`config.mk`:
```
export PLATFORM = sky130hd
export DESIGN_NAME = i2s_source_sched
export DESIGN_NICKNAME = d
export VERILOG_FILES = /design/src/rtl/i2s_source_sched.sv
export SDC_FILE = /design/constraint.sdc
export NUM_CORES = 1
export LEC_CHECK = 0
export BUFFER_PORTS_ARGS = -buffer_cell sky130_fd_sc_hd__buf_2
export CAP_MARGIN = 0
export CORE_MARGIN = 2
export CORE_UTILIZATION = 50
export DETAILED_ROUTE_END_ITERATION = 10
export GPL_ROUTABILITY_DRIVEN = 0
export PLACE_DENSITY = 0.71
export SLEW_MARGIN = 25
export SYNTH_ARGS = -nofsm -noshare
export SYNTH_HDL_FRONTEND = slang
export SYNTH_SLANG_ARGS = --single-unit
```
`constraint.sdc`:
```
create_clock -name i_clk -period 6 [get_ports i_clk]
set_clock_uncertainty 0.2 [all_clocks]
set_input_delay 0 -clock i_clk [delete_from_list [all_inputs] [get_ports i_clk]]
set_output_delay 0 -clock i_clk [all_outputs]
set_load 0.02 [all_outputs]
```
`src/rtl/i2s_source_sched.sv`:
```
// Sample-source scheduler for the I2S transmitter: picks silence, a square tone or
// a CPU-fed stream FIFO on each frame request, substituting on underrun.
module i2s_source_sched #(
  parameter int DEPTH = 4
) (
  input  logic                    i_clk,
  input  logic                    i_rst,
  input  logic [1:0]              i_mode,
  input  logic [23:0]             i_tone_half,
  input  logic [31:0]             i_tone_hi,
  input  logic [31:0]             i_tone_lo,
  input  logic                    i_s_valid,
  input  logic [31:0]             i_s_data,
  output logic                    o_s_ready,
  input  logic                    i_frame_req,
  output logic [31:0]             o_tx_data,
  output logic                    o_tx_valid,
  output logic [$clog2(DEPTH):0]  o_fifo_level,
  output logic [15:0]             o_underrun_cnt
);

  localparam int AW = $clog2(DEPTH);
  localparam int LW = AW + 1;
  localparam logic [LW-1:0] LVL_ONE  = LW'(1);
  localparam logic [LW-1:0] LVL_FULL = LW'(DEPTH);
  localparam logic [AW-1:0] PTR_ONE  = AW'(1);

  // Free-running tone generator
  logic [23:0] r_tcnt;
  logic        r_phase;
  logic [23:0] w_half;
  logic        w_wrap;
  logic [31:0] w_tone;

  assign w_half = (i_tone_half == 24'd0) ? 24'd1 : i_tone_half;
  // >= rather than == so a shrinking half-period wraps immediately
  assign w_wrap = (r_tcnt >= (w_half - 24'd1));
  assign w_tone = r_phase ? i_tone_lo : i_tone_hi;

  always_ff @(posedge i_clk) begin
    if (i_rst) begin
      r_tcnt  <= 24'd0;
      r_phase <= 1'b0;
    end else if (w_wrap) begin
      r_tcnt  <= 24'd0;
      r_phase <= ~r_phase;
    end else begin
      r_tcnt  <= r_tcnt + 24'd1;
    end
  end

  // Stream FIFO
  logic [31:0]   r_mem [DEPTH];
  logic [AW-1:0] r_wptr;
  logic [AW-1:0] r_rptr;
  logic [LW-1:0] r_level;
  logic [LW-1:0] w_level_next;
  logic          r_s_ready;
  logic          w_flush;
  logic          w_stream;
  logic          w_empty;
  logic          w_push;
  logic          w_pop;
  logic          w_underrun;

  assign w_flush    = (i_mode == 2'd0);
  assign w_stream   = i_mode[1];
  assign w_empty    = (r_level == '0);
  assign w_push     = i_s_valid && r_s_ready && !w_flush && !i_rst;
  assign w_pop      = i_frame_req && w_stream && !w_empty;
  assign w_underrun = i_frame_req && w_stream && w_empty;

  always_comb begin
    w_level_next = r_level;
    if (w_flush) begin
      w_level_next = '0;
    end else begin
      case ({w_push, w_pop})
        2'b10:   w_level_next = r_level + LVL_ONE;
        2'b01:   w_level_next = r_level - LVL_ONE;
        default: w_level_next = r_level;
      endcase
    end
  end

  always_ff @(posedge i_clk) begin
    if (i_rst) begin
      r_wptr    <= '0;
      r_rptr    <= '0;
      r_level   <= '0;
      r_s_ready <= 1'b0;
    end else begin
      if (w_flush) begin
        r_wptr <= '0;
        r_rptr <= '0;
      end else begin
        if (w_push) r_wptr <= r_wptr + PTR_ONE;
        if (w_pop)  r_rptr <= r_rptr + PTR_ONE;
      end
      r_level   <= w_level_next;
      r_s_ready <= (w_level_next != LVL_FULL);
    end
  end

  always_ff @(posedge i_clk) begin
    if (w_push) r_mem[r_wptr] <= i_s_data;
  end

  // Output sample register and underrun counter
  logic [31:0] r_tx_data;
  logic        r_tx_valid;
  logic [15:0] r_underrun_cnt;

  always_ff @(posedge i_clk) begin
    if (i_rst) begin
      r_tx_data      <= 32'd0;
      r_tx_valid     <= 1'b0;
      r_underrun_cnt <= 16'd0;
    end else begin
      r_tx_valid <= i_frame_req;
      if (i_frame_req) begin
        case (i_mode)
          2'd0:    r_tx_data <= 32'd0;
          2'd1:    r_tx_data <= w_tone;
          default: begin
            if (!w_empty)            r_tx_data <= r_mem[r_rptr];
            else if (i_mode == 2'd3) r_tx_data <= w_tone;
            else                     r_tx_data <= 32'd0;
          end
        endcase
      end
      if (w_underrun && (r_underrun_cnt != 16'hFFFF))
        r_underrun_cnt <= r_underrun_cnt + 16'd1;
    end
  end

  assign o_s_ready      = r_s_ready;
  assign o_tx_data      = r_tx_data;
  assign o_tx_valid     = r_tx_valid;
  assign o_fifo_level   = r_level;
  assign o_underrun_cnt = r_underrun_cnt;

endmodule

```
==> run_results.csv <==
group,metric,value,unit
power_and_ir_drop,leakagePower,4.65,nW
clock_tree,hold_buffers,113,
clock_tree,htreeDepth,1,
flow_run,cap_violations,0,
clock_tree,clkLatencyLatePin,0.50,ns
synth,ys_seq_area_share,57.7,%
timing,post-route-period-util,63.8,%
placed_design,io_buffers,178,
synth,synth_fp_nets,928,
global_routing,gr-usage-all-layers,22.3,%
timing,fin_tns_setup,0,ns
worst_setup_path,arrival,3.97,ns
timing,drv_slew,0,
route,drt_wl_total,22600,um
route,wire_per_inst,17.3,um
synth,async_flop_share,0,%
synth,ys_warn_count,0,
clock_tree,clkTransAtPathRegs,0.06,ns
route,first_iter_violations,450,
global_routing,overflow,0,
die,core_area,18800,um^2
finish,fin_cells,1301,
status,status,"finished clean",
finish,ff_latch_area,5530,um^2
worst_setup_path,r2r_start,"r_phase",
synth,synth_edf_count,128,
die,die_w,142,um
worst_setup_path,worstSetupStartpointType,"input port",
timing,fin_hold_ws,0.0477,ns
worst_setup_path,cp-end-kind,"flop",
worst_setup_path,critPathKind,"in -> reg",
worst_setup_path,cp.required,6.15,ns
synth,synth_top_cell_by_area,"edfxtp_1",
die,pin_count,179,
timing,rsz0062_at_grt,"no",
finish,fin_util,66.7,%
placed_design,place_inst,1147,
route,viasPerCell,5.47,
timing,setup_violations,0,
global_routing,grt_pass1_vias,7047,
worst_setup_path,crit_path_end,"r_tcnt[12]",
finish,syn_to_final_growth,30.7,%
clock_tree,cts.repair.resized,0,
worst_setup_path,ff2ff_setup_slack,2.75,ns
finish,layout_commonest_cell,"buf_2",
synth,synthDistinctLibCells,45,
synth,synth_top_flop_cell,"edfxtp_1",
route,drc,0,
power_and_ir_drop,power.density,257,nW/um^2
finish,final_cell_mix,"buf_2 (178), edfxtp_1 (128), dlygate4sd3_1 (113)",
global_routing,grt_pass1_wl,35900,um
clock_tree,cts_buffers,22,
clock_tree,clockRootBuffer,"clkbuf_16",
die,fp.dieH,142,um
clock_tree,cts_sinks,212,
die,dieArea,20300,um^2
worst_setup_path,critPathMaxFanout,24,
synth,yosysTopAreaCellShare,40.1,%
clock_tree,cts_setup_buffers,0,
synth,synthCells,769,
synth,synth_seq_cells,212,
synth,yosys-top-cells-area,"edfxtp_1 (40%), dfxtp_1 (18%), mux4_2 (7.5%)",
die,rows,50,
finish,layout-drive-gt1-share,24.4,%
die,initial_core_util,51.0,%
clock_tree,clock_path_buffers,3,
clock_tree,cts_tree,"yes",
worst_setup_path,critical_path.startpoint,"i_tone_half[5]",
placed_design,dp_hpwl,13300,um
timing,max_freq,261,MHz
synth,syn-cell-area,9580,um^2
worst_setup_path,reg2reg_to,"o_tx_data[6]",
finish,layout.nets,1209,
timing,hold_violations,0,
global_routing,antenna_found_initial,1,
global_routing,grt_max_degree,65,
worst_setup_path,r2r.worst_path.cells,7,
placed_design,postPlaceCellArea,10700,um^2
finish,finalInstanceArea,12500,um^2
timing,min_period,3.83,ns
finish,nFillCells,1407,
timing,tightest_slew,1.04,ns
route,detail_route.first_pass.iterations,5,
power_and_ir_drop,max-vdd-ir-drop,0.000200,V
route,antenna_left,0,
min_path,hold_path_class,"in -> reg",
timing,slew_headroom,30.8,%
finish,multiInputGateArea,3880,um^2
route,dr_total_vias,7122,
synth,synth_area_per_cell,12.5,um^2
==> worst min path at each step <==
stage | start | to | cells after the start
after floorplan | i_s_data[0] | r_mem[0][0] | 0
after global placement | i_s_data[2] | r_mem[1][2] | 1
after detailed placement | i_s_data[30] | r_mem[3][30] | 1
after CTS | i_s_data[30] | r_mem[3][30] | 2
after global routing | i_s_data[14] | r_mem[2][14] | 2
final | i_s_data[13] | r_mem[0][13] | 2
==> cell type report <==
cell class | instances | area share, %
multi-input cells | 510 | 31.0
clock buffers | 31 | 4.92
well taps | 234 | 2.34
flip-flops and latches | 212 | 44.2
clock inverters | 9 | 0.830
repair buffers | 297 | 16.5
inverters | 7 | 0.210
diodes | 1 | 0.0200
==> through the flow <==
| step | setup slack (ns) | total power, mW |
|---|---|---|
| floorplan | 2.30 | 1.74 |
| global placement | 1.75 | 1.83 |
| detailed placement | 1.68 | 1.83 |
| CTS | 2.18 | 3.23 |
| global route | 1.64 | 3.32 |
| finish | 2.17 | 3.21 |
==> flip-flops by register name, summed over array words and instances (netlist names), named ones only <==
| name | count |
|---|---|
| o_fifo_level | 3 |
| o_s_ready | 1 |
| o_tx_data | 32 |
| o_tx_valid | 1 |
| o_underrun_cnt | 16 |
| r_mem | 128 |
| r_phase | 1 |
| r_rptr | 2 |
| r_tcnt | 24 |
| r_wptr | 2 |
==> cells by family after synthesis <==
kind of cell / after synthesis / synth area share, %
AOI/OAI and AO/OA: 104 / 6.62
buffers and inverters: 47 / 1.91
adders and majority gates: 33 / 4.39
and+or+nand+nor: 251 / 13.2
DFF: 212 / 57.7
xor gates and xnor gates: 56 / 5.12
muxes: 66 / 11.1
==> Yosys cell counts (all sizes together), types with 3 or more instances <==
master and number:
a211oi 32, a21o 3, a21oi 48, and2 6, and3 8, and4 5
buf 12, clkbuf 28, dfxtp 84, edfxtp 128, ha 32, inv 7
mux2i 34, mux4 32, nand2 27, nand2b 6, nand3 18, nand4 12
nor2 94, nor3 38, nor3b 14, nor4 4, o21a 3, o21ai 11
or3 12, or4 3, xnor2 29, xor2 27
==> critical path, stage by stage <==
cell      delay, ns
buf_2          0.13
or4_1          0.62
nor3_1         0.33
nand3_1        0.15
nor2_1         0.15
a21oi_1        0.11
ha_1           0.25
nand2_1        0.20
nor4_4         0.08
nand2b_2       0.10
nor2_1         0.05
xnor2_1        0.12
ha_1           0.28
and4_1         0.23
nand2_1        0.06
nor3_1         0.14
and3_1         0.20
or3_1          0.64
nor2_1         0.11
==> per-layer routing <==
| layer | GRT usage, % | up-vias | wire (um) | part of all wire, % |
|---|---|---|---|---|
| met5 | 0 | - | 0 | 0 |
| met4 | 5.99 | 0 | 496 | 2.2 |
| met3 | 3.23 | 39 | 1280 | 5.7 |
| met2 | 37.6 | 222 | 11000 | 49 |
| met1 | 30.5 | 3410 | 9820 | 44 |
| li1 | - | 3451 | - | - |
==> report_power, final <==
group / switching (mW) / total, mW / internal [mW]
Clock: 0.542 / 1.35 / 0.804
Sequential: 0.0144 / 1.58 / 1.57
Combinational: 0.143 / 0.283 / 0.140
Total: 0.700 / 3.21 / 2.51
Note: power is estimated with default switching activity, not from simulation.
